$ cat src/rtl/aib_axi_follower_port.sv
// aib_axi_follower_port: parametrised AXI4 follower port stage with 2-entry skid buffers, outstanding limits and error flags.
// Optional watchdog: define AXI_FOLLOWER_TIMEOUT_EN.
module aib_axi_follower_skid #(
    parameter int W = 8
) (
    input  logic         clk,
    input  logic         rst_n,
    input  logic         in_valid,
    output logic         in_ready,
    input  logic [W-1:0] in_data,
    output logic         out_valid,
    input  logic         out_ready,
    output logic [W-1:0] out_data
);
    logic [W-1:0] mem [2];
    logic         wp, rp, rdy_en;
    logic [1:0]   cnt, cnt_nx;
    logic         push, pop;
    assign push      = in_valid & in_ready;
    assign pop       = out_valid & out_ready;
    assign out_valid = cnt != 2'd0;
    assign out_data  = mem[rp];
    assign cnt_nx    = cnt + 2'(push) - 2'(pop);
    // rdy_en delays the first ready by one cycle after reset release
    always_ff @(posedge clk) begin
        if (!rst_n) begin
            mem[0]   <= '0;
            mem[1]   <= '0;
            wp       <= 1'b0;
            rp       <= 1'b0;
            cnt      <= 2'd0;
            rdy_en   <= 1'b0;
            in_ready <= 1'b0;
        end else begin
            if (push) mem[wp] <= in_data;
            wp       <= wp ^ push;
            rp       <= rp ^ pop;
            cnt      <= cnt_nx;
            rdy_en   <= 1'b1;
            in_ready <= rdy_en & (cnt_nx < 2'd2);
        end
    end
endmodule

module aib_axi_follower_port #(
    parameter int ADDRWIDTH          = 32,
    parameter int IDWIDTH            = 4,
    parameter int DATAWIDTH          = 128,
    parameter int MAX_WR_OUTSTANDING = 8,
    parameter int MAX_RD_OUTSTANDING = 8,
    parameter int TIMEOUT_CYCLES     = 4096
) (
    input  logic                   clk_wr,
    input  logic                   rst_wr_n,
    input  logic [IDWIDTH-1:0]     s_axi_awid,
    input  logic [ADDRWIDTH-1:0]   s_axi_awaddr,
    input  logic [7:0]             s_axi_awlen,
    input  logic [2:0]             s_axi_awsize,
    input  logic [1:0]             s_axi_awburst,
    input  logic                   s_axi_awvalid,
    output logic                   s_axi_awready,
    input  logic [IDWIDTH-1:0]     s_axi_wid,
    input  logic [DATAWIDTH-1:0]   s_axi_wdata,
    input  logic [DATAWIDTH/8-1:0] s_axi_wstrb,
    input  logic                   s_axi_wlast,
    input  logic                   s_axi_wvalid,
    output logic                   s_axi_wready,
    output logic [IDWIDTH-1:0]     s_axi_bid,
    output logic [1:0]             s_axi_bresp,
    output logic                   s_axi_bvalid,
    input  logic                   s_axi_bready,
    input  logic [IDWIDTH-1:0]     s_axi_arid,
    input  logic [ADDRWIDTH-1:0]   s_axi_araddr,
    input  logic [7:0]             s_axi_arlen,
    input  logic [2:0]             s_axi_arsize,
    input  logic [1:0]             s_axi_arburst,
    input  logic                   s_axi_arvalid,
    output logic                   s_axi_arready,
    output logic [IDWIDTH-1:0]     s_axi_rid,
    output logic [DATAWIDTH-1:0]   s_axi_rdata,
    output logic [1:0]             s_axi_rresp,
    output logic                   s_axi_rlast,
    output logic                   s_axi_rvalid,
    input  logic                   s_axi_rready,
    output logic [IDWIDTH-1:0]     m_axi_awid,
    output logic [ADDRWIDTH-1:0]   m_axi_awaddr,
    output logic [7:0]             m_axi_awlen,
    output logic [2:0]             m_axi_awsize,
    output logic [1:0]             m_axi_awburst,
    output logic                   m_axi_awvalid,
    input  logic                   m_axi_awready,
    output logic [IDWIDTH-1:0]     m_axi_wid,
    output logic [DATAWIDTH-1:0]   m_axi_wdata,
    output logic [DATAWIDTH/8-1:0] m_axi_wstrb,
    output logic                   m_axi_wlast,
    output logic                   m_axi_wvalid,
    input  logic                   m_axi_wready,
    input  logic [IDWIDTH-1:0]     m_axi_bid,
    input  logic [1:0]             m_axi_bresp,
    input  logic                   m_axi_bvalid,
    output logic                   m_axi_bready,
    output logic [IDWIDTH-1:0]     m_axi_arid,
    output logic [ADDRWIDTH-1:0]   m_axi_araddr,
    output logic [7:0]             m_axi_arlen,
    output logic [2:0]             m_axi_arsize,
    output logic [1:0]             m_axi_arburst,
    output logic                   m_axi_arvalid,
    input  logic                   m_axi_arready,
    input  logic [IDWIDTH-1:0]     m_axi_rid,
    input  logic [DATAWIDTH-1:0]   m_axi_rdata,
    input  logic [1:0]             m_axi_rresp,
    input  logic                   m_axi_rlast,
    input  logic                   m_axi_rvalid,
    output logic                   m_axi_rready,
    input  logic                   clr_err,
    output logic [7:0]             wr_outstanding,
    output logic [7:0]             rd_outstanding,
    output logic                   proto_err,
    output logic                   timeout_err,
    output logic                   idle
);
    localparam int AW_W = IDWIDTH + ADDRWIDTH + 13;
    localparam int W_W  = IDWIDTH + DATAWIDTH + DATAWIDTH/8 + 1;
    localparam int B_W  = IDWIDTH + 2;
    localparam int R_W  = IDWIDTH + DATAWIDTH + 3;
    logic aw_v, ar_v, wr_ok, rd_ok;
    logic aw_hs, b_hs, ar_hs, r_hs, rl_hs;
    assign wr_ok         = wr_outstanding < 8'(MAX_WR_OUTSTANDING);
    assign rd_ok         = rd_outstanding < 8'(MAX_RD_OUTSTANDING);
    assign m_axi_awvalid = aw_v & wr_ok;
    assign m_axi_arvalid = ar_v & rd_ok;
    assign aw_hs         = m_axi_awvalid & m_axi_awready;
    assign ar_hs         = m_axi_arvalid & m_axi_arready;
    assign b_hs          = m_axi_bvalid & m_axi_bready;
    assign r_hs          = m_axi_rvalid & m_axi_rready;
    assign rl_hs         = r_hs & m_axi_rlast;

    aib_axi_follower_skid #(.W(AW_W)) u_aw (
        .clk(clk_wr), .rst_n(rst_wr_n),
        .in_valid(s_axi_awvalid), .in_ready(s_axi_awready),
        .in_data({s_axi_awid, s_axi_awaddr, s_axi_awlen, s_axi_awsize, s_axi_awburst}),
        .out_valid(aw_v), .out_ready(m_axi_awready & wr_ok),
        .out_data({m_axi_awid, m_axi_awaddr, m_axi_awlen, m_axi_awsize, m_axi_awburst})
    );
    aib_axi_follower_skid #(.W(W_W)) u_w (
        .clk(clk_wr), .rst_n(rst_wr_n),
        .in_valid(s_axi_wvalid), .in_ready(s_axi_wready),
        .in_data({s_axi_wid, s_axi_wdata, s_axi_wstrb, s_axi_wlast}),
        .out_valid(m_axi_wvalid), .out_ready(m_axi_wready),
        .out_data({m_axi_wid, m_axi_wdata, m_axi_wstrb, m_axi_wlast})
    );
    aib_axi_follower_skid #(.W(B_W)) u_b (
        .clk(clk_wr), .rst_n(rst_wr_n),
        .in_valid(m_axi_bvalid), .in_ready(m_axi_bready),
        .in_data({m_axi_bid, m_axi_bresp}),
        .out_valid(s_axi_bvalid), .out_ready(s_axi_bready),
        .out_data({s_axi_bid, s_axi_bresp})
    );
    aib_axi_follower_skid #(.W(AW_W)) u_ar (
        .clk(clk_wr), .rst_n(rst_wr_n),
        .in_valid(s_axi_arvalid), .in_ready(s_axi_arready),
        .in_data({s_axi_arid, s_axi_araddr, s_axi_arlen, s_axi_arsize, s_axi_arburst}),
        .out_valid(ar_v), .out_ready(m_axi_arready & rd_ok),
        .out_data({m_axi_arid, m_axi_araddr, m_axi_arlen, m_axi_arsize, m_axi_arburst})
    );
    aib_axi_follower_skid #(.W(R_W)) u_r (
        .clk(clk_wr), .rst_n(rst_wr_n),
        .in_valid(m_axi_rvalid), .in_ready(m_axi_rready),
        .in_data({m_axi_rid, m_axi_rdata, m_axi_rresp, m_axi_rlast}),
        .out_valid(s_axi_rvalid), .out_ready(s_axi_rready),
        .out_data({s_axi_rid, s_axi_rdata, s_axi_rresp, s_axi_rlast})
    );

    // a response arriving with its counter already at 0 is flagged but still forwarded
    always_ff @(posedge clk_wr) begin
        if (!rst_wr_n) begin
            wr_outstanding <= 8'd0;
            rd_outstanding <= 8'd0;
            proto_err      <= 1'b0;
        end else begin
            wr_outstanding <= (aw_hs & ~b_hs) ? wr_outstanding + 8'd1 :
                              (b_hs & ~aw_hs & wr_outstanding != 8'd0) ? wr_outstanding - 8'd1 : wr_outstanding;
            rd_outstanding <= (ar_hs & ~rl_hs) ? rd_outstanding + 8'd1 :
                              (rl_hs & ~ar_hs & rd_outstanding != 8'd0) ? rd_outstanding - 8'd1 : rd_outstanding;
            proto_err      <= (proto_err & ~clr_err) | (b_hs & wr_outstanding == 8'd0) |
                              (rl_hs & rd_outstanding == 8'd0);
        end
    end

`ifdef AXI_FOLLOWER_TIMEOUT_EN
    logic [31:0] wd;
    logic        busy;
    assign busy = (wr_outstanding | rd_outstanding) != 8'd0;
    always_ff @(posedge clk_wr) begin
        if (!rst_wr_n) begin
            wd          <= 32'd0;
            timeout_err <= 1'b0;
        end else begin
            wd          <= (!busy | b_hs | r_hs) ? 32'd0 : wd + 32'd1;
            timeout_err <= (timeout_err & ~clr_err) |
                           (busy & ~(b_hs | r_hs) & (wd >= 32'(TIMEOUT_CYCLES - 1)));
        end
    end
`else
    assign timeout_err = 1'b0;
`endif

    assign idle = ~(aw_v | m_axi_wvalid | s_axi_bvalid | ar_v | s_axi_rvalid) &
                  (wr_outstanding == 8'd0) & (rd_outstanding == 8'd0);
endmodule

$ cat config.mk
export PLATFORM = sky130hd
export DESIGN_NAME = aib_axi_follower_port
export DESIGN_NICKNAME = d
export VERILOG_FILES = /design/src/rtl/aib_axi_follower_port.sv
export SDC_FILE = /design/constraint.sdc
export NUM_CORES = 1
export LEC_CHECK = 0
export ABC_AREA = 1
export CAP_MARGIN = 15
export CORE_AREA = 2 2 318 320
export DETAILED_ROUTE_END_ITERATION = 10
export DIE_AREA = 0 0 320 322
export PLACE_DENSITY = 0.64
export SKIP_LAST_GASP = 1
export SYNTH_ARGS = -nofsm -noshare
export SYNTH_HDL_FRONTEND = slang
export SYNTH_SLANG_ARGS = --single-unit
export TNS_END_PERCENT = 100
$ cat constraint.sdc
create_clock -name clk_wr -period 6.5 [get_ports clk_wr]
set_clock_uncertainty 0.05 [all_clocks]
set_input_delay 1.3 -clock clk_wr [delete_from_list [all_inputs] [get_ports clk_wr]]
set_output_delay 1.3 -clock clk_wr [all_outputs]
set_load 0.005 [all_outputs]
==> flow_summary.json, run 1 <==
{
  "grt_setup_unrepaired": "false",
  "grt_max_degree": 110,
  "end_kind": "output port",
  "dieArea_sq_mm": 0.103,
  "clkPwrFrac": 0.310,
  "final_layout_size_suffix_gt1_frac": 0.156,
  "cts_tree": "done",
  "synth_edf_count": 776,
  "p_int_w": 0.0117,
  "slew-limit-headroom": 0.283,
  "power_density_mw_per_mm2": 340,
  "grt_use_total": 0.190,
  "cts_resized": 0,
  "synth_top_area_frac": 0.657,
  "crit_chain": "buf_12, mux2_2, clkdlybuf4s50_1",
  "clock_latency_ps": 650,
  "cts_setup_buffers": 0,
  "p_comb_frac": 0.289,
  "required_ps": 5150,
  "synthCells": 2847,
  "seq_power_share": 0.401,
  "reg2reg_to": "u_w.mem[0][98]",
  "wl_per_cell_um": 20.3,
  "die_h_um": 322,
  "critPathLaunchType": "register",
  "antenna_found_initial": 28,
  "p_sw_w": 0.00458,
  "stdcell_area_sq_mm": 0.0479,
  "worst_pin_slew_ps": 1080,
  "hold_violations": 0,
  "synth_most_common_cell": "nor2_1",
  "regToRegSetupSlack_ps": 3440,
  "fin_crit_sh": 0.675,
  "period_minus_slack_ps": 4390,
  "synthArstFlopShare": 0,
  "drtIter0Drc": 1506,
  "yosysWarnings": 0,
  "first_pass_iters": 5,
  "synthTopCellsByCount": "nor2_1 (854), edfxtp_1 (776), inv_1 (451), mux2_2 (388), buf_2 (80)",
  "start_util": 0.356,
  "status": "finished, final reports clean",
  "ctsLongestPathBuffers": 3,
  "drc_errors": 0,
  "final_antenna_net_count": 0,
  "area_growth_pct": 35.2,
  "synth_area_leaders": "edfxtp_1 (66%), mux2_2 (12%), nor2_1 (9.0%)",
  "worstHoldEndpoint": "u_b.wp",
  "slowest_stage": "dfxtp_4",
  "hp-class": "reg2reg",
  "hold_buffers": 0,
  "h-tree-depth": 3,
  "avgViaCountPerCell": 4.60,
  "slowest_delay_ps": 870,
  "ys_ff_latch": 824,
  "cts.sinks": 824,
  "holdWs_ps": 439,
  "syn_nets": 3272,
  "vias": 23233,
  "synth_cell_types": 32,
  "peakVddDrop_mv": 0.327,
  "sw_frac_of_total": 0.281,
  "power_leakage_nw": 19.8,
  "final_max_slew_viol_count": 0,
  "critPathMaxFanout": 79,
  "hold_depth": 2,
  "placementRows": 116,
  "ys_seq_area_frac": 0.684,
  "r2r_start": "u_w.in_ready",
  "ios": 818,
  "wl_um": 102000,
  "drv_cap": 0,
  "ys.flop_type": "edfxtp_1",
  "syn_avg_cell_area_sq_um": 12.5,
  "die_w_um": 320,
  "io_buffer_count": 816,
  "hpwlAfterDp_um": 70300,
  "finalSetupTns_ps": 0,
  "cp_top_family": "buffers and inverters",
  "synth_largest_area_cell": "edfxtp_1",
  "fin_nets": 4083,
  "synth_area_sq_mm": 0.0355,
  "grt-ovfl-total": 0,
  "hp-start": "u_b.wp",
  "core-area_sq_mm": 0.0996,
  "critPathKind": "reg2out",
  "path_clk_slew_ps": 50,
  "dpl_worst_slack_ps": 1960,
  "arrival_ps": 3040,
  "worst-path-stages": 3,
  "gp_congestion": 0.829,
  "grt_first_pass_wirelength_um": 145000,
  "postPlaceCellArea_sq_mm": 0.0450,
  "grt_pass1_vias": 23313,
  "setup_viol": 0,
  "root_buffer": "clkbuf_16",
  "path_buf_inv": 2,
  "ff2ff_path_depth": 5,
  "clock.fmax_mhz": 228,
  "cts_buffers": 93,
  "setup_slack_ps": 2110
}
## cell families after synthesis
family,count (synthesis),synth area share
compound gates,26,0.00374
xor+xnor,21,0.00519
fa+ha+maj,24,0.00889
buf+inv,585,0.0673
flops,824,0.684
mux,388,0.123
other cells,1,0.000106
simple gates,978,0.107
## registers in the layout, indices dropped and copies added, names as in the netlist, 2 cells and up, named ones only
register / flops
rd_outstanding: 8
u_ar.cnt: 2
u_ar.mem: 98
u_aw.cnt: 2
u_aw.mem: 98
u_b.cnt: 2
u_b.mem: 12
u_r.cnt: 2
u_r.mem: 270
u_w.cnt: 2
u_w.mem: 298
wr_outstanding: 8
## stage by stage
step           utilization  power (W)  instances
6_report             0.481     0.0163       5046
5_1_grt              0.481     0.0171       5044
4_1_cts              0.481     0.0165       5028
3_5_place_dp         0.452     0.0114       4861
3_3_place_gp         0.452     0.0114       4861
2_1_floorplan            -    0.00897       2847
## worst register-to-register path: cells and delay by family, from the launching register on
| family | cells | cell delay, ps |
|---|---|---|
| buffers and inverters | 1 | 450 |
| and+or+nand+nor | 4 | 1700 |
| DFF | 1 | 460 |
## per-layer routing
layer,GRT usage,share of wire
met1,0.221,0.38
met2,0.320,0.50
met3,0.0615,0.086
met4,0.0885,0.034
met5,0,0.00069
## power groups by stage
stage | Combinational [W] | Sequential, W | Clock, W
after floorplan | 0.00245 | 0.00652 | 0
after global placement | 0.00475 | 0.00665 | 0
after detailed placement | 0.00474 | 0.00667 | 0
after CTS | 0.00478 | 0.00656 | 0.00519
after global routing | 0.00509 | 0.00660 | 0.00539
final | 0.00471 | 0.00655 | 0.00505
## layout make-up
class / count / area [sq um]
Fill cell: 8913 / 51600
Sequential cell: 824 / 24300
Multi-Input combinational cell: 1438 / 8890
Timing Repair Buffer: 848 / 8490
Clock buffer: 121 / 2520
Inverter: 453 / 1710
Tap cell: 1298 / 1620
Clock inverter: 46 / 390
Antenna cell: 18 / 45.0
## worst max-delay path by stage
| stage | startpoint | end |
|---|---|---|
| 3_5_place_dp | m_axi_rvalid | u_r.mem[0][42] |
| 3_3_place_gp | m_axi_rvalid | u_r.mem[0][42] |
| 2_1_floorplan | s_axi_wvalid | u_w.mem[1][0] |
| 4_1_cts | register | s_axi_rdata[125] |
| 6_report | register | s_axi_rdata[30] |
| 5_1_grt | register | s_axi_rdata[123] |
## cells in the final DEF (no fill, tap or decap), drive strengths merged, types with 22 or more instances in the layout
cell	count
nand2	77
nand3	29
mux2	388
buf	33
clkdlybuf4s50	815
clkbuf	121
inv	457
ha	22
clkinv	32
dfxtp	48
edfxtp	776
nor2	857
Power figures use the tool's default switching activity.
==> inputs of run 2 (changes only) <==
--- a/config.mk
+++ b/config.mk
@@ -7,10 +7,10 @@
 export LEC_CHECK = 0
 export ABC_AREA = 1
 export CAP_MARGIN = 15
-export CORE_AREA = 2 2 318 320
+export CORE_AREA = 2 2 316 318
 export DETAILED_ROUTE_END_ITERATION = 10
-export DIE_AREA = 0 0 320 322
-export PLACE_DENSITY = 0.64
+export DIE_AREA = 0 0 318 320
+export PLACE_DENSITY = 0.67
 export SKIP_LAST_GASP = 1
 export SYNTH_ARGS = -nofsm -noshare
 export SYNTH_HDL_FRONTEND = slang
==> constraint.sdc (replaced) <==
create_clock -name clk_wr -period 4 [get_ports clk_wr]
set_clock_uncertainty 0.05 [all_clocks]
set_input_delay 0.8 -clock clk_wr [delete_from_list [all_inputs] [get_ports clk_wr]]
set_output_delay 0.8 -clock clk_wr [all_outputs]
set_load 0.005 [all_outputs]
==> run 2 against run 1 <==
  * Core utilization grew 1.2 points
  * Global-route usage grew 0.24 points
  * Via count grew 0.23%
  * Sequential cell count is the same
  * Critical path depth is the same
  * Largest power group unchanged
==> flow_summary.json, run 2 (synthesis results as in run 1) <==
{
  "fin_crit_sh": 0.869,
  "final_antenna_net_count": 0,
  "ctsLongestPathBuffers": 3,
  "postPlaceCellArea_sq_mm": 0.0453,
  "end_kind": "output port",
  "core-area_sq_mm": 0.0980,
  "die_w_um": 318,
  "worstHoldEndpoint": "u_ar.rp",
  "cts_resized": 0,
  "first_pass_iters": 5,
  "ios": 818,
  "r2r_start": "wr_outstanding[4]",
  "regToRegSetupSlack_ps": 1560,
  "hold_depth": 2,
  "avgViaCountPerCell": 4.62,
  "largest_register": "u_w.mem",
  "final_cell_mix": "nor2_1 (854), clkdlybuf4s50_1 (815), edfxtp_1 (776)",
  "cts_setup_buffers": 0,
  "grt_use_total": 0.193,
  "root_buffer": "clkbuf_16",
  "critPathKind": "reg2out",
  "cts.sinks": 824,
  "largest_reg_flops": 298,
  "fin_nets": 4088,
  "drtIter0Drc": 1378,
  "hpwlAfterDp_um": 69500,
  "arrival_ps": 2630,
  "critPathMaxFanout": 49,
  "hold_buffers": 0,
  "ff2ff_path_depth": 12,
  "grt-ovfl-total": 0,
  "layout_commonest_cell": "nor2_1",
  "hold_violations": 0,
  "vias": 23286,
  "reg2reg_to": "wr_outstanding[7]",
  "start_util": 0.362,
  "grt_first_pass_wirelength_um": 147000,
  "cts_tree": "done",
  "wl_per_cell_um": 20.1,
  "cts_buffers": 92,
  "grt_setup_unrepaired": "false",
  "peakVddDrop_mv": 0.373,
  "antenna_found_initial": 26,
  "grt_pass1_vias": 23227,
  "dpl_worst_slack_ps": 725,
  "area_growth_pct": 36.5,
  "io_buffer_count": 816,
  "hp-start": "u_ar.rp",
  "power_density_mw_per_mm2": 558,
  "gp_congestion": 0.833,
  "power_leakage_nw": 20.0,
  "stdcell_area_sq_mm": 0.0484,
  "drc_errors": 0,
  "status": "finished, final reports clean",
  "setup_viol": 0,
  "setup_slack_ps": 524,
  "clock.fmax_mhz": 288,
  "clock_latency_ps": 670,
  "h-tree-depth": 3,
  "path_clk_slew_ps": 60,
  "dieArea_sq_mm": 0.102,
  "hp-class": "reg2reg",
  "die_h_um": 320,
  "finalSetupTns_ps": 0,
  "final_layout_size_suffix_gt1_frac": 0.161,
  "placementRows": 115,
  "slew-limit-headroom": 0.352,
  "worst_pin_slew_ps": 972,
  "reg.largest.list": "u_w.mem: 298 flops, u_r.mem: 270 flops",
  "final_max_slew_viol_count": 0,
  "wl_um": 101000,
  "critPathLaunchType": "register",
  "drv_cap": 0,
  "required_ps": 3150,
  "grt_max_degree": 151,
  "period_minus_slack_ps": 3480
}
run 2: cell count changes in the layout (fill, tap and decap cells not counted), sizes merged:
| cell | delta |
|---|---|
| buf | +6 |
| bufinv | +5 |
| clkbuf | -5 |
| clkinv | +3 |
| clkinvlp | +1 |
| diode | -3 |
run 2: through the flow:
stage	cells	power, W	utilization	hold slack [ps]
after CTS	5027	0.0273	0.494	450
after floorplan	2847	0.0146	-	411
after detailed placement	4856	0.0186	0.462	439
final	5042	0.0270	0.494	447
after global routing	5038	0.0282	0.494	469
after global placement	4856	0.0186	0.462	434
run 2: worst max-delay path, stage by stage (launching register included):
cell and delay, ps:
dfxtp_4 600, buf_12 320, mux2_2 420, clkdlybuf4s50_1 550
run 2: cell type report:
class / count / area (sq um)
Tap cell: 1287 / 1610
Multi-Input combinational cell: 1438 / 8930
Clock inverter: 55 / 618
Antenna cell: 15 / 37.5
Sequential cell: 824 / 24300
Inverter: 453 / 1710
Timing Repair Buffer: 854 / 8740
Fill cell: 8665 / 49600
Clock buffer: 116 / 2490
run 2: how the worst max path moves through the flow:
stage	slack [ps]	to	cells after the start
floorplan	300	u_w.mem[1][0]	6
global placement	730	rd_outstanding[7]	11
detailed placement	730	wr_outstanding[7]	11
CTS	440	m_axi_wdata[109]	3
global route	410	m_axi_wdata[109]	3
finish	520	m_axi_wdata[54]	3
run 2: routing by layer:
| metal | up-vias | share of wire | track usage |
|---|---|---|---|
| li1 | 11020 | - | - |
| met1 | 11363 | 0.38 | 0.224 |
| met2 | 727 | 0.51 | 0.331 |
| met3 | 166 | 0.082 | 0.0667 |
| met4 | 10 | 0.028 | 0.0674 |
| met5 | - | 0.00066 | 0 |
run 2: power by group:
part	switching [W]	internal, W
sequential	0.000422	0.0102
combinational	0.00358	0.00421
clock	0.00354	0.00510
total	0.00754	0.0195
